## src/rtl/reg_fetch_stage.sv

```systemverilog
// reg_fetch_stage: operand-fetch stage feeding the ALU.
//   Holds the 32x32 general register file (x0 hard-wired to zero) and resolves
//   both source operands through a two-port bypass network and a write-back
//   write-through path. Decode info, PC and operands are captured into a
//   single-entry valid/ready slot. Sources that depend on unfinished writers
//   interlock the stage.
//
// Configuration macro: RF_BYPASS_EN
//   defined   - bypass ports forward their data; only pending writers stall.
//   undefined - bypass data is never forwarded; any used source matching a
//               valid bypass port stalls until the value reaches WB or the RF.
//
// Ports:
//   clk, rst_n                  clock, async active-low reset
//   flush_i                     kill held entry, refuse input this cycle
//   valid_i / ready_o           upstream handshake
//   decode_info_i, pc_i         instruction payload
//   rs_idx_i, rs_used_i         source indices ([0]=rj, [1]=rk/rd) and use flags
//   byp_valid_i/idx_i/pending_i/data_i
//                               in-flight writers, port 0 is the younger
//   wb_we_i, wb_idx_i, wb_data_i write-back port
//   valid_o / ready_i           downstream handshake
//   decode_info_o, pc_o, reg_fetch_o
//                               registered payload and operands

package reg_fetch_stage_pkg;

    // Decoded instruction payload carried to the ALU.
    typedef struct packed {
        logic [7:0]  opcode;
        logic [4:0]  rd;
        logic [3:0]  alu_op;
        logic        rd_we;
        logic [13:0] imm;
    } decode_info_t;

endpackage

module reg_fetch_stage
    import reg_fetch_stage_pkg::*;
(
    input  logic                 clk,
    input  logic                 rst_n,
    input  logic                 flush_i,
    input  logic                 valid_i,
    output logic                 ready_o,
    input  decode_info_t         decode_info_i,
    input  logic [31:0]          pc_i,
    input  logic [1:0][4:0]      rs_idx_i,
    input  logic [1:0]           rs_used_i,
    input  logic [1:0]           byp_valid_i,
    input  logic [1:0][4:0]      byp_idx_i,
    input  logic [1:0]           byp_pending_i,
    input  logic [1:0][31:0]     byp_data_i,
    input  logic                 wb_we_i,
    input  logic [4:0]           wb_idx_i,
    input  logic [31:0]          wb_data_i,
    output logic                 valid_o,
    input  logic                 ready_i,
    output decode_info_t         decode_info_o,
    output logic [31:0]          pc_o,
    output logic [1:0][31:0]     reg_fetch_o
);

    localparam int unsigned XLEN     = 32;
    localparam int unsigned REG_AW   = 5;
    localparam int unsigned NUM_REGS = 32;
    localparam int unsigned NUM_SRC  = 2;

    // Register file
    logic [NUM_REGS-1:0][XLEN-1:0] rf_q;

    always_ff @(posedge clk or negedge rst_n) begin
        if (!rst_n) begin
            rf_q <= '0;
        end else if (wb_we_i && (wb_idx_i != REG_AW'(0))) begin
            rf_q[wb_idx_i] <= wb_data_i;
        end
    end

    // Per-source match flags
    logic [NUM_SRC-1:0] nz_c;
    logic [NUM_SRC-1:0] hit0_c;
    logic [NUM_SRC-1:0] hit1_c;
    logic [NUM_SRC-1:0] wb_hit_c;

    always_comb begin
        nz_c     = '0;
        hit0_c   = '0;
        hit1_c   = '0;
        wb_hit_c = '0;
        for (int s = 0; s < int'(NUM_SRC); s++) begin
            nz_c[s]     = (rs_idx_i[s] != REG_AW'(0));
            hit0_c[s]   = byp_valid_i[0] && (byp_idx_i[0] == rs_idx_i[s]);
            hit1_c[s]   = byp_valid_i[1] && (byp_idx_i[1] == rs_idx_i[s]);
            wb_hit_c[s] = wb_we_i && (wb_idx_i == rs_idx_i[s]);
        end
    end

    // Operand select and hazard detection; later assignments take priority
    logic [NUM_SRC-1:0][XLEN-1:0] opnd_c;
    logic [NUM_SRC-1:0]           haz_c;

    always_comb begin
        opnd_c = '0;
        haz_c  = '0;
        for (int s = 0; s < int'(NUM_SRC); s++) begin
            opnd_c[s] = rf_q[rs_idx_i[s]];
            if (wb_hit_c[s]) begin
                opnd_c[s] = wb_data_i;
            end
`ifdef RF_BYPASS_EN
            if (hit1_c[s]) begin
                opnd_c[s] = byp_data_i[1];
            end
            if (hit0_c[s]) begin
                opnd_c[s] = byp_data_i[0];
            end
            // Only the youngest matching writer decides: a ready port 0 shadows a pending port 1.
            haz_c[s] = rs_used_i[s] && nz_c[s] &&
                       (hit0_c[s] ? byp_pending_i[0] : (hit1_c[s] && byp_pending_i[1]));
`else
            haz_c[s] = rs_used_i[s] && nz_c[s] && (hit0_c[s] || hit1_c[s]);
`endif
            if (!nz_c[s]) begin
                opnd_c[s] = '0;
            end
        end
    end

`ifndef RF_BYPASS_EN
    // Bypass data/pending are not consumed when forwarding is disabled.
    logic unused_byp_c;
    assign unused_byp_c = ^{byp_data_i, byp_pending_i};
`endif

    // Handshake
    logic stall_c;
    logic accept_c;
    logic valid_q;

    assign stall_c  = |haz_c;
    assign ready_o  = !flush_i && !stall_c && (!valid_q || ready_i);
    assign accept_c = valid_i && ready_o;

    // Output slot
    logic                         valid_d;
    decode_info_t                 dec_q,  dec_d;
    logic [XLEN-1:0]              pc_q,   pc_d;
    logic [NUM_SRC-1:0][XLEN-1:0] opnd_q, opnd_d;

    always_comb begin
        valid_d = valid_q;
        dec_d   = dec_q;
        pc_d    = pc_q;
        opnd_d  = opnd_q;
        if (flush_i) begin
            valid_d = 1'b0;
        end else if (accept_c) begin
            valid_d = 1'b1;
        end else if (ready_i) begin
            valid_d = 1'b0;
        end
        if (accept_c) begin
            dec_d  = decode_info_i;
            pc_d   = pc_i;
            opnd_d = opnd_c;
        end
    end

    always_ff @(posedge clk or negedge rst_n) begin
        if (!rst_n) begin
            valid_q <= 1'b0;
            dec_q   <= '0;
            pc_q    <= '0;
            opnd_q  <= '0;
        end else begin
            valid_q <= valid_d;
            dec_q   <= dec_d;
            pc_q    <= pc_d;
            opnd_q  <= opnd_d;
        end
    end

    assign valid_o       = valid_q;
    assign decode_info_o = dec_q;
    assign pc_o          = pc_q;
    assign reg_fetch_o   = opnd_q;

endmodule

```

## config.mk

```make
export PLATFORM = sky130hd
export DESIGN_NAME = reg_fetch_stage
export DESIGN_NICKNAME = d
export VERILOG_FILES = /design/src/rtl/reg_fetch_stage.sv
export SDC_FILE = /design/constraint.sdc
export NUM_CORES = 2
export LEC_CHECK = 0
export CAP_MARGIN = 20
export CORE_MARGIN = 1.5
export CORE_UTILIZATION = 40
export DETAILED_ROUTE_END_ITERATION = 8
export SLEW_MARGIN = 20
export SYNTH_ARGS = -nofsm -noshare
export SYNTH_HDL_FRONTEND = slang
export SYNTH_SLANG_ARGS = --single-unit
```

## constraint.sdc

```tcl
create_clock -name clk -period 1.6 [get_ports clk]
set_input_delay 0.24 -clock clk [delete_from_list [all_inputs] [get_ports clk]]
set_output_delay 0.24 -clock clk [all_outputs]
set_load 0.05 [all_outputs]
```

Yosys cells after proc, flatten, opt, wreduce, memory -nomap -nowiden
Index checks and enable logic that the tools add are counted.
{"block": "word_totals", "ff_bits": 1153, "out_inout_bits": 130}
{"block": "op_classes", "n_lt_le_gt_ge": 4, "n_eq_ne": 6, "muxes": 14, "n_reduce_logical": 26}
{"operator": "$bwmux 1024", "count": 1}
{"operator": "$bmux 32 s5", "count": 2}
{"operator": "$mux 32", "count": 7}
{"operator": "$demux 32 s5", "count": 1}
{"operator": "$eq 5x5->1", "count": 6}
{"operator": "$lt 5x6->1 const B", "count": 3}
{"operator": "$logic_and 1x1->1", "count": 15}
{"operator": "$reduce_bool 5->1", "count": 3}
{"operator": "$ge 5x1->1 const B", "count": 1}
{"operator": "$logic_not 1->1", "count": 3}
{"operator": "$logic_or 1x1->1", "count": 3}
{"operator": "$mux 1", "count": 3}
{"operator": "$reduce_bool 3->1", "count": 1}
{"operator": "$reduce_or 2->1", "count": 1}

Depth between registers and ports, before layout
{"block": "depth", "depth_word": 11, "ltp_mapped": 11}

Worst setup path before layout
OpenSTA, ideal clock, no wires.
{"block": "synth_path", "kind": "input port to flip-flop", "startpoint": "input port rs_idx_i[6] (netlist name)", "endpoint": "register opnd_q, in the netlist reg_fetch_o[33]", "setup_time_ns": 0.125, "t_arrival_ns": 2.139, "slack_ns": -0.663, "stages": 8, "cell_sequence": "buf_2 buf_2 buf_1 mux4_2 mux4_2 nor2_1 nor3_1 mux2_2"}
{"block": "synth_via", "elab_chain_cells": 9}
{"item": "from (decl)", "line": "49", "rtl": "input logic [1:0][4:0] rs_idx_i,"}
{"item": "branches (longest 9 deep; another with $bmux 32 s5)"}
{"item": "to (signal assigned)", "line": "181", "rtl": "opnd_q <= opnd_d;"}
{"item": "to (decl)", "line": "150", "rtl": "logic [NUM_SRC-1:0][XLEN-1:0] opnd_q, opnd_d;"}
Parallel ways; which one is timed is not known. The select of a mux whose other input is x is not followed.
A chain may end at the register's enable or synchronous reset.

Worst setup path in the final report
{"block": "layout_path", "startpoint": "input port rs_idx_i[2] (netlist name)", "endpoint": "register opnd_q, in the netlist reg_fetch_o[52]"}
{"block": "layout_via", "elab_chain_cells": 9}
{"item": "$eq 5x5->1, on equally long branches", "line": "94, 95"}
{"item": "$logic_and 1x1->1, on equally long branches", "line": "94, 95"}
{"item": "$logic_or 1x1->1", "line": "123", "rtl": "haz_c[s] = rs_used_i[s] && nz_c[s] && (hit0_c[s] || hit1_c[s]);"}
{"item": "$logic_and 1x1->1 *", "line": "123"}
{"item": "$reduce_or 2->1 *", "line": "142", "rtl": "assign stall_c = |haz_c;"}
{"item": "$logic_not 1->1 *", "line": "143", "rtl": "assign ready_o = !flush_i && !stall_c && (!valid_q || ready_i);"}
{"item": "$logic_and 1x1->1 * (2 in a row)", "line": "143"}
{"item": "$logic_and 1x1->1 *", "line": "144", "rtl": "assign accept_c = valid_i && ready_o;"}
Every way passes the cells marked *; elsewhere a longest branch is shown, timed or not.

==> run summary <==
In this run, synthesis produced a sequential element count of 1153. On the critical path, the stage with the largest delay is an instance of sky130_fd_sc_hd__clkdlybuf4s50_1. For hold timing, the worst endpoint is decode_info_o[22]. For this run, the leading register cell type out of synthesis is sky130_fd_sc_hd__dfrtp_1. The maximum clock frequency came out at 446 MHz. The instance count after placement with tap cells included came out at 6538. The peak ir drop on the vdd network is 1.27 mV. The number of pins with negative max-slew slack in the final report came to 0. The mean cell area of the mapped netlist came out at 15.3 um^2. Routability-driven placement finished with a final weighted congestion of 0.876. The detailed-router iteration count before antenna repair is 5.

The endpoint identified for the worst register-to-register timing path is reg_fetch_o[52]. The classification of the worst setup path is primary input to register. The signal on the critical path passes through clkdlybuf4s50_1, buf_12, or2_1, nor4_4, buf_4, nand2b_4, o21ai_4, buf_6, nor3b_4, buf_12, buf_12, clkbuf_16, buf_8, mux2_2.

The number of cells on the worst reg-to-reg path came out at 10. Summed over all nets, the half-perimeter wirelength after detailed placement is 143000 um. The least setup slack across all paths after layout came out at -0.644 ns. The cell seen most often among critical-path stages is sky130_fd_sc_hd__buf_12. The startpoint type of the worst setup path is a primary input.

The setup-violating endpoint count in the final report is 178. The post-route cell area came out at 0.0789 mm^2. The run finished, with violations left.

Sorting the synthesized cells by area gives the leading types as sky130_fd_sc_hd__dfrtp_1 (49%), sky130_fd_sc_hd__mux2_2 (20%), sky130_fd_sc_hd__mux4_2 (20%). Between clock sinks in the finished design, the worst skew comes to 0.0341 ns. Counting every instance in the synthesized netlist gives 3892. The number of top-level pins came out at 327.

After global routing the overflow that remains totals 0. The library cell with the highest instance count after synthesis is sky130_fd_sc_hd__dfrtp_1. The count of max-cap constraint violations is 0. The transition time at the pin with the least slew margin is 0.766 ns. The source-to-sink clock delay at the later pin of the worst-skew pair came out at 0.78 ns. The power per cell area came out at 1250 mW/mm^2. Measured along the x axis, the die boundary spans 389 um. The number of inserted filler cells in the final layout came out at 12075. The critical path data arrival time is 2.90 ns.

The total track usage is 28.2%. The overall die height is 389 um. The area of placed instances is 0.0721 mm^2. The cell leakage power is 0.0350 uW. After the last flow step, the layout net total stands at 5011. The H-tree generated during clock tree synthesis spans 4 levels.

The hold path startpoint is decode_info_i[22]. The largest stage delay on the critical path is 0.46 ns. The area overhead of the layout relative to synthesis is 32.6%. The number of rows created at floorplan came out at 141. Setup repair after global routing could not meet its margin everywhere.

The beginning of the worst register-to-register path is valid_o. The number of DRC violations after detailed routing came out at 0. The area share of the largest cell type after synthesis is 48.5%.

The detailed-route vias per instance is 6.08. TritonCTS built the clock tree. The pin count of the biggest net entering global routing is 69.

Clock tree synthesis inserted a total of 134 buffers. The first routing iteration left 3903 violations. The proportion of synthesized flip-flops having asynchronous set or reset came out at 100%. The Yosys warning count is 0.

The maximum buffer depth of the clock tree came out at 3. The portion of the post-synthesis area used by sequential elements came out at 48.5%. The clock-pin slew on the worst setup and hold paths is 0.06 ns. The count of antenna-violating nets left after detailed routing came out at 0. Broken down by cell family, the worst path's largest delay share belongs to buffers and inverters.

The worst-path maximum fanout came out at 12. The synthesized netlist net count is 4089. The register-to-register setup slack came out at -0.64 ns. The routed design has 214000 um of wire.

The initial antenna violation count came out at 8. The core outline area came out at 0.148 mm^2. For this configuration, the core starts out at a cell density of 40.3%. The wire length of the first global-routing pass is 309000 um. The worst setup path is captured at a register.

Synthesis instantiated 45 different standard cells from the library. The average routed wire per standard cell came out at 31.2 um. The share of the core filled with cells in the final layout came out at 53.4%.

The final reports fail on negative setup slack. The sink count of the clock tree came out at 1153. The number of global-route vias before repair is 42869. The synthesized design contains 0 enable-type register cells.

The final critical path time including I/O delays and setup is 2.24 ns. The required time reported for the critical path endpoint came out at 2.25 ns. The area of the mapped netlist came out at 0.0595 mm^2.

The number of cells in the finished layout apart from fillers is 6849. sky130_fd_sc_hd__dfrtp_1 takes more of the synthesized area than any other cell. The count of final hold-check violations is 0. The tightest min-delay check is of the primary input to register type. The number of cells on the worst hold path came out at 2. The die outline area came out at 0.151 mm^2.

The setup slack after placement came out at -1.32 ns. Ranked by instance count, the synthesized netlist is headed by sky130_fd_sc_hd__dfrtp_1 (1153), sky130_fd_sc_hd__mux2_2 (1064), sky130_fd_sc_hd__mux4_2 (530). The relative max-transition margin is 48.4%.

The part of the cycle the worst path needs came out at 140%. The total of buffers placed on input and output ports came out at 260. The overall via count from detail_route came out at 41672. The cell depth of the worst setup path is 14. The tree is rooted in a sky130_fd_sc_hd__clkbuf_16. The critical path contains buffers and inverters numbering 8 combined. In the final layout, the share of cells above drive strength 1 is 62.6%.
-- logic make-up (layout without fill, tap and decap cells) --
group,Yosys count,in the layout,share of synthesized area (%)
AOI/OAI and AO/OA,235,235,2.48
xor gates and xnor gates,30,30,0.442
buffers and inverters,437,1463,3.22
DFF,1153,1153,48.5
muxes,1755,1755,43.1
other,0,1,0
and+or+nand+nor,282,282,2.28
-- timing repair --
item                       4_1_cts  5_1_grt
gates resized for setup        264      101
buffers inserted                41       27
hold endpoints to repair      1081        0
setup endpoints to repair      947      452
gates cloned                     7        6
hold buffers                     2        0
pin swaps                       16       10
-- metrics by stage --
step	TNS [ns]	hold WS [ns]	power, uW
detailed placement	-1023.50	0.0812	64600
finish	-75.17	0.0782	98600
floorplan	-96.39	-0.0556	54000
CTS	-78.94	0.0308	98400
global placement	-1009.98	0.0831	64000
global route	-88.47	0.0598	102000
-- report_power, final --
part / internal [uW] / total (uW) / switching [uW]
combinational: 15700 / 27000 / 11300
sequential: 35000 / 39400 / 4390
clock: 19000 / 32200 / 13200
-- worst max path at each step --
stage / slack (ns) / startpoint / endpoint
2_1_floorplan: -0.59 / rs_idx_i[1] / reg_fetch_o[30]
3_3_place_gp: -1.26 / rs_idx_i[4] / reg_fetch_o[14]
3_5_place_dp: -1.32 / rs_idx_i[4] / reg_fetch_o[14]
4_1_cts: -0.68 / valid_o / ready_o
5_1_grt: -0.72 / valid_o / reg_fetch_o[52]
6_report: -0.64 / rs_idx_i[2] / reg_fetch_o[52]
-- placed cells by master (no fill, tap or decap), types with 16 or more instances in the layout --
| cell type | netlist | routed |
|---|---|---|
| sky130_fd_sc_hd__dfrtp_1 | 1153 | 1124 |
| sky130_fd_sc_hd__mux2_2 | 1064 | 917 |
| sky130_fd_sc_hd__buf_4 | 39 | 725 |
| sky130_fd_sc_hd__mux4_2 | 530 | 530 |
| sky130_fd_sc_hd__mux2_4 | 0 | 216 |
| sky130_fd_sc_hd__buf_12 | 0 | 212 |
| sky130_fd_sc_hd__clkbuf_16 | 0 | 142 |
| sky130_fd_sc_hd__buf_6 | 5 | 124 |
| sky130_fd_sc_hd__o22ai_1 | 122 | 121 |
| sky130_fd_sc_hd__clkdlybuf4s50_1 | 0 | 117 |
| sky130_fd_sc_hd__mux2i_1 | 91 | 88 |
| sky130_fd_sc_hd__nor2_1 | 101 | 76 |
| sky130_fd_sc_hd__o21ai_0 | 46 | 46 |
| sky130_fd_sc_hd__nand2_1 | 60 | 44 |
| sky130_fd_sc_hd__clkbuf_8 | 0 | 32 |
| sky130_fd_sc_hd__nor3_1 | 38 | 29 |
| sky130_fd_sc_hd__dfrtp_2 | 0 | 29 |
| sky130_fd_sc_hd__nor4_1 | 30 | 28 |
| sky130_fd_sc_hd__clkbuf_1 | 261 | 28 |
| sky130_fd_sc_hd__xor2_1 | 23 | 23 |
| sky130_fd_sc_hd__nor2_4 | 0 | 23 |
| sky130_fd_sc_hd__a21oi_1 | 22 | 21 |
| sky130_fd_sc_hd__buf_8 | 0 | 16 |
-- state kept, by name, indices dropped and copies added (netlist names) --
signal / cells
pc_o: 32
rf_q: 1024
valid_o: 1
decode_info_o: 32
reg_fetch_o: 64
-- final cells by class --
class / count / area [um^2] / area share [%]
flip-flops and latches: 1153 / 28900 / 36.6
clock buffers: 197 / 3970 / 5.04
clock inverters: 43 / 637 / 0.808
inverters: 6 / 27.5 / 0.0349
well taps: 1930 / 2410 / 3.06
repair buffers: 1217 / 12900 / 16.4
multi-input cells: 2302 / 30000 / 38.0
diodes: 1 / 2.50 / 0.00317
-- per-layer routing --
layer / global-route usage [%] / vias up / part of all wire (%)
li1: - / 16838 / -
met1: 40.1 / 22644 / 43
met2: 43.2 / 1830 / 46
met3: 5.86 / 354 / 8.1
met4: 8.91 / 6 / 3.1
met5: 0 / - / 0.016
No activity file was read; power rests on OpenSTA's default activity.
